**config.mk**
```make
export PLATFORM = sky130hd
export DESIGN_NAME = disp_scan_ctrl_flat
export DESIGN_NICKNAME = d
export VERILOG_FILES = /design/src/rtl/disp_scan_ctrl_if.sv /design/src/rtl/disp_scan_ctrl.sv /design/src/flat_wrapper.sv
export SDC_FILE = /design/constraint.sdc
export NUM_CORES = 1
export LEC_CHECK = 0
export CORE_MARGIN = 3
export CORE_UTILIZATION = 29
export CTS_CLUSTER_SIZE = 8
export DETAILED_ROUTE_END_ITERATION = 8
export PLACE_DENSITY = 0.53
export RECOVER_POWER = 25
export SETUP_SLACK_MARGIN = 0.02
export SLEW_MARGIN = 20
export SYNTH_ARGS = -nofsm -noshare
export SYNTH_HDL_FRONTEND = slang
export SYNTH_SLANG_ARGS = --single-unit
```
**constraint.sdc**
```tcl
create_clock -name clk -period 4.1 [get_ports clk]
set_input_delay 0.82 -clock clk [delete_from_list [all_inputs] [get_ports clk]]
set_output_delay 0.82 -clock clk [all_outputs]
set_load 0.01 [all_outputs]
```
**src/rtl/disp_scan_ctrl_if.sv**
```systemverilog
// disp_scan_ctrl_if: signal bundle between the display scan controller and
// its consumers (nibble mux select, anode drivers, other blinking logic).
//   master : drives en / blank_mask / blink_mask, observes scan outputs
//   slave  : the scan controller itself
interface disp_scan_ctrl_if #(
    parameter int NUM_DIGITS = 4
);
    logic                  en;
    logic [NUM_DIGITS-1:0] blank_mask;
    logic [NUM_DIGITS-1:0] blink_mask;
    logic [2:0]            digit_sel;
    logic [NUM_DIGITS-1:0] an_n;
    logic                  dp_n;
    logic                  frame_tick;
    logic                  blink_phase;

    modport master (
        output en, blank_mask, blink_mask,
        input  digit_sel, an_n, dp_n, frame_tick, blink_phase
    );

    modport slave (
        input  en, blank_mask, blink_mask,
        output digit_sel, an_n, dp_n, frame_tick, blink_phase
    );
endinterface

```
**src/rtl/disp_scan_ctrl.sv**
```systemverilog
// disp_scan_ctrl: time-multiplexed 7-segment scan controller.
// Each digit slot is SCAN_DIV cycles: DEAD_CYC cycles with every anode off
// (anti-ghosting) followed by the lit portion. Per-digit blanking and
// blinking; blink phase toggles every BLINK_FRAMES full frames.
// Ports:
//   clk, rst_n            system clock, async active-low reset
//   bus.en                scan enable (low forces IDLE and clears counters)
//   bus.blank_mask/blink_mask  per-digit dark / blink-dark controls
//   bus.digit_sel         current digit index (mux select)
//   bus.an_n              active-low anodes, one-hot-low or all-high
//   bus.dp_n              active-low decimal point / colon
//   bus.frame_tick        one-cycle pulse on the last->first digit wrap
//   bus.blink_phase       current blink phase
// Optional: define DISP_SCAN_COLON_EN to drive the colon (dp_n low during
// the lit part of digit 1 while blink_phase=0, obeying blank_mask[1]).
// All outputs are registered; they are computed from next-state values so
// each output lines up with the state it belongs to.
module disp_scan_ctrl #(
    parameter int SCAN_DIV     = 100000,
    parameter int DEAD_CYC     = 2000,
    parameter int NUM_DIGITS   = 4,
    parameter int BLINK_FRAMES = 125
) (
    input  logic               clk,
    input  logic               rst_n,
    disp_scan_ctrl_if.slave    bus
);
    localparam int PW = (SCAN_DIV > 1) ? $clog2(SCAN_DIV) : 1;
    localparam int FW = (BLINK_FRAMES > 1) ? $clog2(BLINK_FRAMES) : 1;
    localparam logic [PW-1:0] PRESC_LAST = PW'(SCAN_DIV - 1);
    localparam logic [PW-1:0] DEAD_LAST  = PW'(DEAD_CYC - 1);
    localparam logic [FW-1:0] FCNT_LAST  = FW'(BLINK_FRAMES - 1);
    localparam logic [2:0]    DIG_LAST   = 3'(NUM_DIGITS - 1);

    typedef enum logic [1:0] {IDLE, DEAD, ON} state_t;

    state_t                state, state_n;
    logic [PW-1:0]         presc, presc_n;
    logic [2:0]            digit, digit_n;
    logic [FW-1:0]         fcnt, fcnt_n;
    logic                  phase, phase_n;
    logic                  tick_n, tick_q;
    logic [NUM_DIGITS-1:0] an_d, an_q;

    always_ff @(posedge clk or negedge rst_n) begin
        if (!rst_n) begin
            state  <= IDLE;
            presc  <= '0;
            digit  <= '0;
            fcnt   <= '0;
            phase  <= 1'b0;
            tick_q <= 1'b0;
            an_q   <= '1;
        end else begin
            state  <= state_n;
            presc  <= presc_n;
            digit  <= digit_n;
            fcnt   <= fcnt_n;
            phase  <= phase_n;
            tick_q <= tick_n;
            an_q   <= an_d;
        end
    end

    always_comb begin
        state_n = state;
        presc_n = presc;
        digit_n = digit;
        fcnt_n  = fcnt;
        phase_n = phase;
        tick_n  = 1'b0;
        if (!bus.en) begin
            state_n = IDLE;
            presc_n = '0;
            digit_n = '0;
            fcnt_n  = '0;
            phase_n = 1'b0;
        end else begin
            case (state)
                IDLE: begin
                    presc_n = '0;
                    digit_n = '0;
                    state_n = (DEAD_CYC == 0) ? ON : DEAD;
                end
                DEAD: begin
                    presc_n = presc + PW'(1);
                    if (presc == DEAD_LAST) state_n = ON;
                end
                ON: begin
                    if (presc == PRESC_LAST) begin
                        presc_n = '0;
                        state_n = (DEAD_CYC == 0) ? ON : DEAD;
                        if (digit == DIG_LAST) begin
                            // frame wrap: also covers NUM_DIGITS=1 (0 -> 0)
                            digit_n = '0;
                            tick_n  = 1'b1;
                            if (fcnt == FCNT_LAST) begin
                                fcnt_n  = '0;
                                phase_n = ~phase;
                            end else begin
                                fcnt_n = fcnt + FW'(1);
                            end
                        end else begin
                            digit_n = digit + 3'd1;
                        end
                    end else begin
                        presc_n = presc + PW'(1);
                    end
                end
                default: state_n = IDLE;
            endcase
        end
    end

    // Anode per digit: lit only in ON, on the selected digit, and unmasked.
    // Masks are live inputs so a change shows up at the very next edge.
    for (genvar d = 0; d < NUM_DIGITS; d++) begin : g_an
        assign an_d[d] = !((state_n == ON) && (digit_n == 3'(d)) &&
                           !bus.blank_mask[d] &&
                           !(bus.blink_mask[d] && phase_n));
    end

    assign bus.digit_sel   = digit;
    assign bus.an_n        = an_q;
    assign bus.frame_tick  = tick_q;
    assign bus.blink_phase = phase;

`ifdef DISP_SCAN_COLON_EN
    logic [7:0] blank_pad;
    logic       dp_d, dp_q;

    // padded so digit 1's blank bit exists even for NUM_DIGITS=1
    assign blank_pad = 8'(bus.blank_mask);
    // colon blinks with the global phase, independent of blink_mask[1]
    assign dp_d = !((state_n == ON) && (digit_n == 3'd1) && !phase_n &&
                    !blank_pad[1]);

    always_ff @(posedge clk or negedge rst_n) begin
        if (!rst_n) dp_q <= 1'b1;
        else        dp_q <= dp_d;
    end

    assign bus.dp_n = dp_q;
`else
    assign bus.dp_n = 1'b1;
`endif
endmodule

```
**src/flat_wrapper.sv**
```systemverilog
// flat-port wrapper written by rule: the top's interface ports become plain ports
module disp_scan_ctrl_flat 
#(
    parameter int SCAN_DIV     = 100000,
    parameter int DEAD_CYC     = 2000,
    parameter int NUM_DIGITS   = 4,
    parameter int BLINK_FRAMES = 125
)
  (clk, rst_n, bus_en, bus_blank_mask, bus_blink_mask, bus_digit_sel, bus_an_n, bus_dp_n, bus_frame_tick, bus_blink_phase);
  disp_scan_ctrl_if #(.NUM_DIGITS(NUM_DIGITS)) bus_i ();
  input  logic clk;
  input  logic rst_n;
  input wire logic [$bits(bus_i.en)-1:0] bus_en;
  input wire logic [$bits(bus_i.blank_mask)-1:0] bus_blank_mask;
  input wire logic [$bits(bus_i.blink_mask)-1:0] bus_blink_mask;
  output wire logic [$bits(bus_i.digit_sel)-1:0] bus_digit_sel;
  output wire logic [$bits(bus_i.an_n)-1:0] bus_an_n;
  output wire logic [$bits(bus_i.dp_n)-1:0] bus_dp_n;
  output wire logic [$bits(bus_i.frame_tick)-1:0] bus_frame_tick;
  output wire logic [$bits(bus_i.blink_phase)-1:0] bus_blink_phase;
  assign bus_i.en = bus_en;
  assign bus_i.blank_mask = bus_blank_mask;
  assign bus_i.blink_mask = bus_blink_mask;
  assign bus_digit_sel = bus_i.digit_sel;
  assign bus_an_n = bus_i.an_n;
  assign bus_dp_n = bus_i.dp_n;
  assign bus_frame_tick = bus_i.frame_tick;
  assign bus_blink_phase = bus_i.blink_phase;
  disp_scan_ctrl #(.SCAN_DIV(SCAN_DIV), .DEAD_CYC(DEAD_CYC), .NUM_DIGITS(NUM_DIGITS), .BLINK_FRAMES(BLINK_FRAMES)) u_core (.clk(clk), .rst_n(rst_n), .bus(bus_i));
endmodule
```
==> impl_metrics.json, run 1 <==
{
  "p_int_mw": 0.485,
  "avgSynthCellArea_um2": 9.84,
  "slew_headroom": -0.255,
  "cpMaxStageDelayCell": "clkdlybuf4s50_1",
  "p_total_mw": 0.633,
  "yosysSeqAreaShare": 0.428,
  "cp_num_buf_inv": 1,
  "hold_path.class": "flop to flop",
  "yosys.area_share.simple": 0.263,
  "synth_edf_count": 0,
  "synth_nets": 228,
  "gp_congestion": 0.758,
  "combPwrFrac": 0.070,
  "max_stage_delay_ps": 750,
  "postCtsSetupBuffers": 0,
  "dp_hpwl_um": 3140,
  "first_pass_iters": 4,
  "mappedNetlistArea_um2": 2060,
  "ys_async_sr_fraction": 1.00,
  "wl_per_cell_um": 13.5,
  "cp_data_arrival_time_ps": 2950,
  "ctsResizeCount": 0,
  "port_buffers": 19,
  "clk-insertion-delay-late_ps": 290,
  "final_cell_mix": "dfrtp_1 (31), clkdlybuf4s50_1 (18), nand3_1 (16)",
  "critPathTopFamily": "simple AND/OR/NAND/NOR gates",
  "busiest_layer": "met2",
  "ys_types": 55,
  "setup_ws_ps": 1350,
  "critPathLaunchType": "input pin",
  "grt_pass1_vias": 1532,
  "timing.rr.start": "u_core.state[0]$_DFF_PN0_",
  "synth_compound_area_frac": 0.187,
  "worstPathRequired_ps": 4300,
  "fin_crit_ps": 2750,
  "nets": 248,
  "setup-violations-final": 0,
  "synth-xor-area-share": 0.0341,
  "cp-endpoint": "u_core.presc[11]$_DFFE_PN0P_",
  "grt.overflow.total": 0,
  "p_seq_frac": 0.551,
  "grtUsageMet1": 0.164,
  "synth.top_cell.area_share": 0.377,
  "ant_nets": 0,
  "path_clk_slew_ps": 70,
  "startpoint": "bus_en",
  "p_clk_frac": 0.380,
  "synthMuxAreaShare": 0,
  "fp.dieW_um": 90.2,
  "r2r_cells": 8,
  "cp_max_fo": 14,
  "clockBufferDepth": 2,
  "synth_area_leader_cell": "dfrtp_1",
  "tns_ps": 0,
  "io_pins": 21,
  "p_sw_frac": 0.233,
  "synth_top_family_by_area": "simple AND/OR/NAND/NOR gates",
  "syn2layout_area_growth_pct": 17.1,
  "die_y_um": 90.2,
  "ys_ff_latch": 35,
  "yosysWarningCount": 0,
  "synthAdderAreaFrac": 0.0487,
  "fin_crit_sh": 0.670,
  "crit_type": "input pin to flop",
  "synth_top_cells_by_area": "dfrtp_1 (38%), dfstp_2 (5.1%), ha_1 (4.9%), nand3_1 (3.9%), a21oi_1 (3.4%)",
  "worstPathCellList": "clkdlybuf4s50_1, nor4b_4, nor3_1, and3_1, or2_1, a31oi_1",
  "die_area_um2": 8140,
  "cp.depth": 6,
  "final_hold_viol_count": 0,
  "max_freq_mhz": 364,
  "ctsHoldBuffers": 0,
  "antenna_found_initial": 0,
  "grt_pass1_wl_um": 7650,
  "drtIter0Drc": 52,
  "htreeDepth": 2,
  "vias_per_cell": 4.97,
  "cap_violations": 1,
  "slew_viol_final": 36,
  "fin_skew_ps": 6.32,
  "drive_above_1_share": 0.109,
  "vias": 1619,
  "final_common_cell": "dfrtp_1",
  "violations": "capacitance limit, slew limit",
  "start_util": 0.301,
  "num_rows": 30,
  "cts_tree": "done",
  "vdd_ir_drop_max_uv": 103,
  "ff2ff_setup_slack_ps": 1590,
  "grt_max_degree": 36,
  "drc_errors": 0,
  "tightest_slew_ps": 1880,
  "cts_root_buf": "clkbuf_8",
  "grt_use_total": 0.114,
  "grt_use_met2": 0.167,
  "rsz0062_at_grt": "no",
  "routed_wl_um": 4410,
  "power.leakage_nw": 0.956,
  "antenna_cells": 0,
  "status": "complete, but fails checks",
  "core_area_um2": 6830,
  "numCtsBuffers": 5,
  "p_switching_mw": 0.148,
  "synth_flop_cell": "dfrtp_1",
  "use_met3": 0.0318,
  "power_density_nw_per_um2": 263,
  "cts_sinks": 35,
  "place_ws_ps": 1010,
  "r2r-end": "u_core.bus.an_n[0]$_DFF_PN1_",
  "syn_inst": 209,
  "critPathCaptureType": "flop"
}
==> cell type report <==
class                           instances  area [um^2]
Multi-Input combinational cell        156         1100
Tap cell                               96          120
Sequential cell                        35          881
Inverter                               12         45.0
Timing Repair Buffer                   19          184
Clock buffer                            8         80.1
Fill cell                             731         4420
==> registers in the layout, summed over array words and instances, names as in the netlist <==
name and flops:
u_core.bus.an_n 4, u_core.bus.digit_sel 3, u_core.fcnt 7, u_core.presc 17
u_core.bus.frame_tick 1, u_core.state 2, u_core.bus.blink_phase 1
==> worst min path at each step <==
stage | from | to | slack [ps] | cells past startpoint
floorplan | u_core.fcnt[5]$_DFFE_PN0P_ | u_core.fcnt[5]$_DFFE_PN0P_ | 450 | 1
global placement | u_core.fcnt[5]$_DFFE_PN0P_ | u_core.fcnt[5]$_DFFE_PN0P_ | 490 | 1
detailed placement | u_core.fcnt[5]$_DFFE_PN0P_ | u_core.fcnt[5]$_DFFE_PN0P_ | 490 | 1
CTS | u_core.fcnt[5]$_DFFE_PN0P_ | u_core.fcnt[5]$_DFFE_PN0P_ | 500 | 1
global route | u_core.fcnt[5]$_DFFE_PN0P_ | u_core.fcnt[5]$_DFFE_PN0P_ | 530 | 1
finish | u_core.fcnt[5]$_DFFE_PN0P_ | u_core.fcnt[5]$_DFFE_PN0P_ | 500 | 1
==> per-stage QoR <==
step,std cells,util,hold slack (ps),instance area (um^2)
after floorplan,209,-,451,2060
after global placement,318,0.341,485,2330
after detailed placement,318,0.341,491,2330
after CTS,326,0.353,503,2410
after global routing,326,0.353,527,2410
final,326,0.353,502,2410
==> worst register-to-register path, stage by stage (launching register included) <==
cell,delay (ps)
dfrtp_1,450
inv_1,110
ha_1,490
inv_1,160
nor3_1,210
nand4_1,160
xnor2_1,210
and2_1,200
a2111o_1,430
==> cell usage after synthesis (3+ instances only) <==
cell type,instances
o21ai_1,5
dfstp_2,4
a41oi_1,3
nor3_1,8
inv_1,12
nand2b_1,4
dfrtp_1,31
nand3_1,16
nand4_1,6
ha_1,8
a31oi_1,10
and4_1,3
o21ai_0,9
xor2_1,6
and3_1,5
nand2_1,15
nor2_1,3
a21oi_1,14
==> metal layers <==
layer  up-vias  routed length, um
met5         -                  0
met4         0                 17
met3         3                190
met2        27               1930
met1       775               2270
li1        814                  -
==> power groups by stage <==
| stage | Clock, mW | Sequential [mW] | Combinational [mW] |
|---|---|---|---|
| 2_1_floorplan | 0 | 0.355 | 0.0239 |
| 3_3_place_gp | 0 | 0.355 | 0.0452 |
| 3_5_place_dp | 0 | 0.355 | 0.0453 |
| 4_1_cts | 0.254 | 0.348 | 0.0457 |
| 5_1_grt | 0.267 | 0.348 | 0.0496 |
| 6_report | 0.240 | 0.349 | 0.0440 |
==> cells by family after synthesis <==
group / count (synthesis)
buffers and inverters: 18
flip-flops: 35
adder cells (fa/ha/maj): 8
XOR/XNOR: 8
other: 1
AO/OA/AOI/OAI: 56
AND/OR/NAND/NOR: 83
No activity file was read; power rests on OpenSTA's default activity.
==> run 2, diff against run 1 <==
==> constraint.sdc (replaced) <==
create_clock -name clk -period 2.6 [get_ports clk]
set_input_delay 0.52 -clock clk [delete_from_list [all_inputs] [get_ports clk]]
set_output_delay 0.52 -clock clk [all_outputs]
set_load 0.01 [all_outputs]
==> impl_metrics.json, run 2 (synthesis results as in run 1) <==
{
  "drtIter0Drc": 54,
  "nets": 256,
  "met1Wirelength_um": 2210,
  "tightest_slew_ps": 1920,
  "max_stage_delay_ps": 450,
  "cts_tree": "done",
  "hold_path.class": "flop to flop",
  "fp.dieW_um": 90.2,
  "drc_errors": 0,
  "io_pins": 21,
  "wl_met3_um": 170,
  "clk-insertion-delay-late_ps": 290,
  "numCtsBuffers": 5,
  "gp_congestion": 0.775,
  "r2r-end": "u_core.bus.an_n[0]$_DFF_PN1_",
  "clockBufferDepth": 2,
  "grt_use_total": 0.115,
  "worstPathCellList": "inv_1, ha_1, inv_1, nor3_1, nand4_1, xnor2_1, and2_1, a2111o_1",
  "setup_ws_ps": 265,
  "die_area_um2": 8140,
  "place_area_um2": 2390,
  "status": "complete, but fails checks",
  "worstPathRequired_ps": 2810,
  "final_cell_mix": "dfrtp_1 (31), clkdlybuf4s50_1 (18), nand3_1 (16)",
  "ctsHoldBuffers": 0,
  "r2r_cells": 8,
  "vias_per_cell": 4.92,
  "fin_skew_ps": 8.32,
  "min_path_cells": 1,
  "wl_per_cell_um": 13.5,
  "htreeDepth": 2,
  "cp_max_fo": 7,
  "cts_sinks": 35,
  "largest_reg_flops": 17,
  "cpMostUsedCell": "inv_1",
  "rsz0062_at_grt": "no",
  "top_layer": "met4",
  "postCtsSetupBuffers": 0,
  "place_ws_ps": 63.1,
  "tns_ps": 0,
  "critPathCaptureType": "flop",
  "max_freq_mhz": 428,
  "syn2layout_area_growth_pct": 20.1,
  "timing.rr.start": "u_core.state[0]$_DFF_PN0_",
  "grt.overflow.total": 0,
  "antenna_cells": 0,
  "die_y_um": 90.2,
  "first_pass_iters": 4,
  "core_area_um2": 6830,
  "cpMaxStageDelayCell": "dfrtp_1",
  "crit_type": "flop to flop",
  "vdd_ir_drop_max_uv": 169,
  "fin_crit_sh": 0.898,
  "ctsResizeCount": 0,
  "dr_wl_met2_um": 2090,
  "vias": 1642,
  "setup-violations-final": 0,
  "power.leakage_nw": 0.999,
  "drive_above_1_share": 0.143,
  "fin_crit_ps": 2340,
  "grt_max_degree": 36,
  "ff2ff_setup_slack_ps": 260,
  "final_hold_viol_count": 0,
  "path_clk_slew_ps": 70,
  "violations": "capacitance limit, slew limit",
  "antenna_found_initial": 0,
  "cp_data_arrival_time_ps": 2550,
  "startpoint": "u_core.state[0]$_DFF_PN0_",
  "start_util": 0.301,
  "regMostFlops": "u_core.presc",
  "fin_area_um2": 2470,
  "slew_headroom": -0.282,
  "dp_hpwl_um": 3290,
  "grt_pass1_wl_um": 7800,
  "port_buffers": 19,
  "critPathLaunchType": "flop",
  "ant_nets": 0,
  "final_common_cell": "dfrtp_1",
  "num_rows": 30,
  "grt_pass1_vias": 1608,
  "cap_violations": 1,
  "routed_wl_um": 4500,
  "power_density_nw_per_um2": 408,
  "slew_viol_final": 36,
  "cp-endpoint": "u_core.bus.an_n[0]$_DFF_PN1_",
  "cts_root_buf": "clkbuf_8"
}
[run 2: cell count changes in the layout (fill, tap and decap cells not counted)]
| cell | change |
|---|---|
| clkinv_2 | +1 |
| clkbuf_1 | -1 |
| buf_4 | +8 |
[run 2: worst min path at each step]
stage                                             to                  startpoint
detailed placement        u_core.fcnt[5]$_DFFE_PN0P_  u_core.fcnt[5]$_DFFE_PN0P_
global placement          u_core.fcnt[5]$_DFFE_PN0P_  u_core.fcnt[5]$_DFFE_PN0P_
global route              u_core.fcnt[5]$_DFFE_PN0P_  u_core.fcnt[5]$_DFFE_PN0P_
finish                    u_core.fcnt[5]$_DFFE_PN0P_  u_core.fcnt[5]$_DFFE_PN0P_
CTS                       u_core.fcnt[3]$_DFFE_PN0P_                       rst_n
floorplan           u_core.bus.blink_phase$_DFF_PN0_                       rst_n
[run 2: routing by layer]
metal,vias to the layer above,global-route usage
li1,833,-
met1,774,0.154
met2,31,0.180
met3,4,0.0301
met4,0,0.0344
met5,-,0
[run 2: critical path: cells and delay by family, from the launching register on]
kind	cells	cell delay [ps]
and+or+nand+nor	3	570
AOI/OAI and AO/OA	1	400
xor gates and xnor gates	1	220
adders and majority gates	1	370
buffers and inverters	2	250
DFF	1	450
[run 2: layout make-up]
| type | count | area [um^2] |
|---|---|---|
| fillers | 712 | 4360 |
| clock inverters | 1 | 5.00 |
| flip-flops and latches | 35 | 881 |
| well taps | 96 | 120 |
| multi-input cells | 156 | 1100 |
| repair buffers | 27 | 244 |
| inverters | 12 | 45.0 |
| clock buffers | 7 | 76.3 |
[run 2: stage by stage]
step | utilization | total power [mW] | hold WS (ps) | std cells
finish | 0.362 | 1.01 | 489 | 334
global route | 0.362 | 1.05 | 503 | 334
CTS | 0.362 | 1.03 | 343 | 334
detailed placement | 0.350 | 0.634 | 479 | 326
global placement | 0.350 | 0.635 | 476 | 326
floorplan | - | 0.597 | 224 | 209
[run 2: power breakdown]
group / internal, mW / total, mW / switching [mW]
registers: 0.546 / 0.549 / 0.00304
logic: 0.0310 / 0.0729 / 0.0418
clock network: 0.188 / 0.385 / 0.197
==> run 3, diff against run 2 <==
--- a/config.mk
+++ b/config.mk
@@ -9,6 +9,7 @@
 export CORE_UTILIZATION = 29
 export CTS_CLUSTER_SIZE = 8
 export DETAILED_ROUTE_END_ITERATION = 8
+export GPL_TIMING_DRIVEN = 1
 export PLACE_DENSITY = 0.53
 export RECOVER_POWER = 25
 export SETUP_SLACK_MARGIN = 0.02
==> results of run 3 <==
Final layout, timing and power as in run 2 (identical DEF).
